### config.mk
export PLATFORM = sky130hd
export DESIGN_NAME = hazard_ctrl
export DESIGN_NICKNAME = d
export VERILOG_FILES = /design/src/rtl/hazard_pkg.sv /design/src/rtl/hazard_stage_reg.sv /design/src/rtl/hazard_ctrl.sv
export SDC_FILE = /design/constraint.sdc
export NUM_CORES = 1
export LEC_CHECK = 0
export CORE_ASPECT_RATIO = 0.5
export CORE_MARGIN = 2
export CORE_UTILIZATION = 53
export CTS_CLUSTER_SIZE = 10
export DETAILED_ROUTE_END_ITERATION = 10
export HOLD_SLACK_MARGIN = 0.08
export PLACE_DENSITY = 0.88
export SYNTH_ARGS = -nofsm -noshare
export SYNTH_HDL_FRONTEND = slang
export SYNTH_SLANG_ARGS = --single-unit
### constraint.sdc
create_clock -name clk -period 4 [get_ports clk]
set_clock_uncertainty 0.1 [all_clocks]
set_input_delay 0.4 -clock clk [delete_from_list [all_inputs] [get_ports clk]]
set_output_delay 0.4 -clock clk [all_outputs]
set_load 0.02 [all_outputs]
### src/rtl/hazard_pkg.sv
// Shared types and constants for the pipeline hazard controller.
// Forwarding is built in only when HAZARD_FWD_EN is defined; see hazard_ctrl.
package hazard_pkg;

    localparam int REG_W = 5;

    localparam logic [1:0] FWD_RF  = 2'd0;
    localparam logic [1:0] FWD_MEM = 2'd1;
    localparam logic [1:0] FWD_WB  = 2'd2;

    typedef struct packed {
        logic             valid;
        logic [REG_W-1:0] wreg;
        logic             regwrite;
        logic             memread;
    } trackerEntry_t;

    // True when this in-flight entry will write register r; r0 never counts.
    function automatic logic writesReg(input trackerEntry_t e, input logic [REG_W-1:0] r);
        return e.valid && e.regwrite && (e.wreg != '0) && (e.wreg == r);
    endfunction

endpackage

### src/rtl/hazard_stage_reg.sv
// One slot of the EX/MEM/WB destination tracker: loads d, or a bubble, and
// clears synchronously while rst_n is low.
module hazard_stage_reg
    import hazard_pkg::*;
(
    input  logic          clk,
    input  logic          rst_n,
    input  logic          load,
    input  logic          bubble,
    input  trackerEntry_t d,
    output trackerEntry_t q
);

    always_ff @(posedge clk) begin
        if (!rst_n) begin
            q <= '0;
        end else if (load) begin
            q <= bubble ? '0 : d;
        end
    end

endmodule

### src/rtl/hazard_ctrl.sv
// Pipeline hazard controller: load-use/RAW stall, branch flush and EX operand
// forwarding selects. Define HAZARD_FWD_EN to build the forwarding network.
module hazard_ctrl
    import hazard_pkg::*;
(
    input  logic             clk,
    input  logic             rst_n,
    input  logic             id_valid,
    input  logic [REG_W-1:0] id_rs,
    input  logic [REG_W-1:0] id_rt,
    input  logic             id_uses_rt,
    input  logic [REG_W-1:0] id_wreg,
    input  logic             id_regwrite,
    input  logic             id_memread,
    input  logic             br_taken,
    output logic             stall,
    output logic             flush_ifid,
    output logic             flush_idex,
    output logic [1:0]       fwd_a,
    output logic [1:0]       fwd_b,
    output logic [15:0]      stall_cnt
);

    trackerEntry_t idEntry;
    trackerEntry_t exEntry;
    trackerEntry_t memEntry;
    trackerEntry_t wbEntry;
    logic          exBubble;
    logic          rawHazard;
    logic          unusedTrackerBits;

    assign idEntry = '{valid: 1'b1, wreg: id_wreg, regwrite: id_regwrite, memread: id_memread};
    assign exBubble = flush_idex || !id_valid;

    hazard_stage_reg exStage (
        .clk    (clk),
        .rst_n  (rst_n),
        .load   (1'b1),
        .bubble (exBubble),
        .d      (idEntry),
        .q      (exEntry)
    );

    hazard_stage_reg memStage (
        .clk    (clk),
        .rst_n  (rst_n),
        .load   (1'b1),
        .bubble (1'b0),
        .d      (exEntry),
        .q      (memEntry)
    );

    hazard_stage_reg wbStage (
        .clk    (clk),
        .rst_n  (rst_n),
        .load   (1'b1),
        .bubble (1'b0),
        .d      (memEntry),
        .q      (wbEntry)
    );

    // Not every tracker field feeds logic in both build variants.
    assign unusedTrackerBits = ^{exEntry, memEntry, wbEntry};

    always_comb begin
        rawHazard = 1'b0;
`ifdef HAZARD_FWD_EN
        // Only a load still in EX cannot be forwarded in time.
        rawHazard = id_valid && exEntry.valid && exEntry.memread && (exEntry.wreg != '0)
                    && ((exEntry.wreg == id_rs) || (id_uses_rt && (exEntry.wreg == id_rt)));
`else
        // Without forwarding, wait until no in-flight producer remains.
        rawHazard = id_valid
                    && (writesReg(exEntry, id_rs) || writesReg(memEntry, id_rs)
                        || writesReg(wbEntry, id_rs)
                        || (id_uses_rt && (writesReg(exEntry, id_rt) || writesReg(memEntry, id_rt)
                                           || writesReg(wbEntry, id_rt))));
`endif
        stall      = rawHazard && !br_taken;
        flush_idex = stall || br_taken;
        flush_ifid = br_taken;
    end

    always_ff @(posedge clk) begin
        if (!rst_n) begin
            stall_cnt <= '0;
        end else if (stall && (stall_cnt != 16'hFFFF)) begin
            stall_cnt <= stall_cnt + 16'd1;
        end
    end

`ifdef HAZARD_FWD_EN
    logic       afterLoadStall;
    logic [1:0] fwdANext;
    logic [1:0] fwdBNext;

    // EX producer wins over MEM producer. A load that just forced a bubble is
    // delivered on the EX/MEM path to the consumer that waited for it.
    function automatic logic [1:0] pickSource(input trackerEntry_t ex, input trackerEntry_t mem,
                                              input logic [REG_W-1:0] r, input logic loadWait);
        if (writesReg(ex, r)) begin
            return FWD_MEM;
        end else if (writesReg(mem, r)) begin
            return loadWait ? FWD_MEM : FWD_WB;
        end
        return FWD_RF;
    endfunction

    always_comb begin
        fwdANext = FWD_RF;
        fwdBNext = FWD_RF;
        if (id_valid && !flush_idex) begin
            fwdANext = pickSource(exEntry, memEntry, id_rs, afterLoadStall);
            if (id_uses_rt) begin
                fwdBNext = pickSource(exEntry, memEntry, id_rt, afterLoadStall);
            end
        end
    end

    always_ff @(posedge clk) begin
        if (!rst_n) begin
            fwd_a          <= FWD_RF;
            fwd_b          <= FWD_RF;
            afterLoadStall <= 1'b0;
        end else begin
            fwd_a          <= fwdANext;
            fwd_b          <= fwdBNext;
            afterLoadStall <= stall;
        end
    end
`else
    assign fwd_a = FWD_RF;
    assign fwd_b = FWD_RF;
`endif

endmodule

# After elaboration in Yosys (flattened, before gate mapping)
# Index checks and enable logic that the tools add are counted.
dict set report classes {
  mux 1
  n_eq_ne 7
  n_reduce_logical 29
  n_bitwise 1
  n_addsub 1
}
# operator count
set ops {}
lappend ops {{5-bit == test} 6}
lappend ops {{16-bit by 1-bit adder with 16-bit output, second input constant} 1}
lappend ops {{1-bit logical AND} 16}
lappend ops {{16-bit != test, second input constant} 1}
lappend ops {{5-bit nonzero test} 3}
lappend ops {{8-bit two-way mux} 1}
lappend ops {{1-bit logical OR} 7}
lappend ops {{1-bit zero test} 2}
lappend ops {{2-bit OR reduction} 1}
lappend ops {{1-bit NOT} 1}
dict set report word_totals {
  in_bits 22
  elab_cells 49
  output_inout_bits 23
  reg_bits 37
}

# Longest topological paths before layout
dict set report depth {
  word_depth 12
  mapped_depth 8
  mapped_depth_nobuf 7
}

# By module
# From an unflattened synthesis, not the netlist that was laid out.
dict set report unflattened {
  hier_cells 273
  area_unflattened_um2 2299.7
}
# module cells_per_inst seq_area_each_um2 n_inst area_each_um2
set modules_own_cells {}
lappend modules_own_cells {hazard_ctrl 168 320.3 1 1308.8}
lappend modules_own_cells {hazard_stage_reg 35 160.2 3 330.3}

# Worst setup path after synthesis
# OpenSTA, ideal clock, no wires.
dict set report synth_timing {
  path_kind {reg2out}
  startpoint {register memStage.q[2] (netlist name)}
  endpoint {output port flush_idex}
  arrival_time_ps 1828
  stages_incl_launch_ff 8
  path_slack_ps 1672
  required_ps 3500
  path_buffers 1
  path_cell_list {dfxtp_1 -> or3_1 -> o311a_1 -> nand4_1 -> a31oi_2 -> or2_4 -> buf_6 -> a21o_2}
}
dict set report synth_via {
  elab_chain_cells 10
  word_cells_on_any_way 15
  classes_between {eq/ne (2); reduce/logical (13)}
}
# item line_no
set synth_lines {}
lappend synth_lines {{from (decl)} hazard_stage_reg.sv:11} ;# output trackerEntry_t q
lappend synth_lines {{from (signal assigned)} hazard_stage_reg.sv:18} ;# q <= bubble ? '0 : d;
lappend synth_lines {{5-bit nonzero test} hazard_pkg.sv:20} ;# return e.valid && e.regwrite && (e.wreg != '0) && (e.wreg == r);
lappend synth_lines {{1-bit logical AND (2 in series)} hazard_pkg.sv:20}
lappend synth_lines {{1-bit logical OR} hazard_ctrl.sv:76} ;# || (id_uses_rt && (writesReg(exEntry, id_rt) || writesReg(memEntry, id_rt)
lappend synth_lines {{1-bit logical OR} hazard_ctrl.sv:77} ;# || writesReg(wbEntry, id_rt))));
lappend synth_lines {{1-bit logical AND} hazard_ctrl.sv:76}
lappend synth_lines {{1-bit logical OR *} hazard_ctrl.sv:76}
lappend synth_lines {{1-bit logical AND *} hazard_ctrl.sv:74} ;# && (writesReg(exEntry, id_rs) || writesReg(memEntry, id_rs)
lappend synth_lines {{1-bit logical AND *} hazard_ctrl.sv:79} ;# stall = rawHazard && !br_taken;
lappend synth_lines {{1-bit logical OR *} hazard_ctrl.sv:80} ;# flush_idex = stall || br_taken;
lappend synth_lines {{to (decl)} hazard_ctrl.sv:18} ;# output logic flush_idex,
# Every way passes the cells marked *; elsewhere a longest branch is shown, timed or not.

# Worst setup path in the final report
dict set report layout_timing {
  startpoint {input port id_rt[4]}
  endpoint {output port stall}
}
dict set report layout_via {
  elab_chain_cells 8
  word_cells_on_any_way 12
  classes_between {eq/ne (3); reduce/logical (9)}
}
# item line_no
set layout_lines {}
lappend layout_lines {{from (decl)} hazard_ctrl.sv:10} ;# input logic [REG_W-1:0] id_rt,
lappend layout_lines {{5-bit == test} hazard_pkg.sv:20}
lappend layout_lines {{1-bit logical AND} hazard_pkg.sv:20}
lappend layout_lines {{1-bit logical OR} hazard_ctrl.sv:76}
lappend layout_lines {{1-bit logical OR *} hazard_ctrl.sv:77}
lappend layout_lines {{1-bit logical AND *} hazard_ctrl.sv:76}
lappend layout_lines {{1-bit logical OR *} hazard_ctrl.sv:76}
lappend layout_lines {{1-bit logical AND *} hazard_ctrl.sv:74}
lappend layout_lines {{1-bit logical AND *} hazard_ctrl.sv:79}
lappend layout_lines {{to (decl)} hazard_ctrl.sv:16} ;# output logic stall,
# Marks and branches as above.

==> metrics.txt <==
status=finished clean; drt initial violations=60; Seq cells post-synth=37; Post-synth ARST share=0%; Yosys top cell area share=39.2%; CTS clock-pin slew for the worst setup and hold paths=80 ps; quantity of gates resized following cts=0; synthesized netlist cell count=203; Die ar.=4080 µm²; Max Freq=306 MHz; Crit. End Element=output port; number of distinct library cells after synthesis=39; largest net degree at the start of global routing=36; Area Overhead vs Synth=27.4%; first-pass GRT wire length=6560 µm; syn avg cell area=9.30 µm²; most common library cells after synthesis=37 x dfxtp_1, 20 x and2_1, 18 x xor2_1; Setup CP Type=in -> out; RePlAce Congestion=0.895; Max-Cap Viols=0; Final Cell Area=2400 µm²; # Post-CTS Setup Buffers=0; sequential share of the synthesized area=39.2%; DP HPWL=2920 µm; clock buffer depth=2; Port Buffer Count=39; die width=88.4 µm; total CTS buffers=5; P per Cell Area=320 nW/µm²; hold_buf cts=0; All-Layer GR Usage=21.7%; Residual DRC=0; TritonRoute pass-1 iters=5; layout cells sized above 1=7.79%; YS warnings=0; measured slew at the worst slew-check pin=683 ps; unrepaired setup endpoints after global routing=false; # fillers=265; crit start category=input pin; post-route ant nets=0; Max-Slew Margin vs Limit=54.4%; cell taking the most area after synthesis=dfxtp_1; uppermost layer routed=met4; Post-Syn Area=1890 µm²; Initial Utilization=55.3%; EDFF count, synth=0; # setup viols final=0; Hold Path Class=reg -> reg; Top-Level Pins=45; Post-Route M1 WL=1830 µm; CTS tree=done; ANT cells=0; Setup TNS=0 ps; number of global-route vias before repair=1496; final hold violations=0; top_reg_cell synth=dfxtp_1; initial antenna violation count=0; cell with the most instances after synthesis=dfxtp_1; Routed WL=3960 µm; via-per-instance ratio=5.31; dpl cell area=2290 µm²; CP Data Required Time=3500 ps; reg2reg setup slack=1530 ps; Nets=266; Static Leakage=0.936 nW; WL/cell=13.4 µm; # H-tree levels=2; period utilization=81.7%; cells taking the most area after synthesis=dfxtp_1 39%, xor2_1 8.3%, and2_1 6.6%; Core Region=3420 µm²; latest clock arrival within the worst-skew pair=290 ps; root buf cell=clkbuf_8; routed wl met3=143 µm; met2 wire length=1950 µm; Vias=1565; Die Ht=46.2 µm; crit path DAT=2770 ps; clk sink count=37; Crit Path Max Fanout=12; max-slew violations=0; Max IR drop VDD=0.206 mV; Congestion Overflow GR=0; row count=15; Period minus WS final=3270 ps
sequential cells by signal, indices dropped and copies added, names as in the netlist:
name / flops
exStage.q: 7
memStage.q: 7
wbStage.q: 7
stall_cnt: 16
critical path: stages:
cell and delay [ps]:
clkdlybuf4s50_1 500, xor2_1 180, nor4_1 290, nand4_1 150
a31oi_2 230, or2_4 260, and2_2 160, clkdlybuf4s50_1 590
worst paths after layout:
path	cells after the start	to	startpoint
worst max-delay path	8	stall	id_rt[4]
worst min-delay path	1	wbStage.q[1]	memStage.q[1]
worst max register to register	7	stall_cnt[13]	memStage.q[2]
worst min register to register	1	wbStage.q[1]	memStage.q[1]
power by group:
group | leakage, nW | internal [mW] | switching, mW
Combinational | 0.583 | 0.0357 | 0.0335
Sequential | 0.299 | 0.372 | 0.00365
Clock | 0.0543 | 0.186 | 0.138
layer usage:
| metal | vias up | track usage [%] |
|---|---|---|
| met3 | 4 | 5.38 |
| met2 | 33 | 38.5 |
| met1 | 737 | 26.2 |
| met4 | 0 | 8.18 |
| li1 | 791 | - |
| met5 | - | 0 |
final cells by class:
class / count / area (µm²) / share of cell area [%]
multi-input cells: 155 / 1070 / 44.6
flip-flops and latches: 37 / 741 / 30.8
repair buffers: 40 / 398 / 16.5
clock buffers: 5 / 68.8 / 2.86
well taps: 51 / 63.8 / 2.65
clock inverters: 3 / 46.3 / 1.93
inverters: 4 / 15.0 / 0.624
kinds of logic after synthesis:
group | Yosys count | synth area share (%)
buffers and inverters | 14 | 4.57
other | 1 | 0.199
AO/OA/AOI/OAI | 27 | 12.0
XOR/XNOR | 31 | 14.4
adder cells (fa/ha/maj) | 1 | 0.663
flip-flops | 37 | 39.2
AND/OR/NAND/NOR | 88 | 26.8
multiplexers | 4 | 2.12
placed cells by master (no fill, tap or decap), types with 2 or more instances in the layout:
| cell type | count |
|---|---|
| nand3_1 | 9 |
| conb_1 | 4 |
| or3_1 | 3 |
| nand4_1 | 9 |
| a31o_1 | 2 |
| clkbuf_8 | 5 |
| nand2_1 | 11 |
| and2_1 | 20 |
| a21oi_1 | 3 |
| mux2i_1 | 4 |
| nand2b_1 | 10 |
| o31ai_1 | 3 |
| o311ai_0 | 3 |
| and2_2 | 2 |
| dfxtp_1 | 37 |
| xor2_1 | 18 |
| o211ai_1 | 3 |
| inv_1 | 4 |
| nor4_1 | 3 |
| clkdlybuf4s50_1 | 39 |
| xnor2_1 | 13 |
| o311a_1 | 3 |
| or4_1 | 2 |
| nor3_1 | 6 |
| a41o_2 | 2 |
| nor2_1 | 7 |
| and3_1 | 2 |
| o41ai_1 | 3 |
metrics by stage:
stage	instances	utilization (%)	hold slack, ps	power [mW]	worst slack (ps)
floorplan	206	-	330	0.422	1670
global placement	287	67.0	337	0.451	790
detailed placement	287	67.0	341	0.453	761
CTS	295	70.4	358	0.774	764
global route	295	70.4	388	0.801	585
finish	295	70.4	361	0.769	733
No activity file was read; power rests on OpenSTA's default activity.
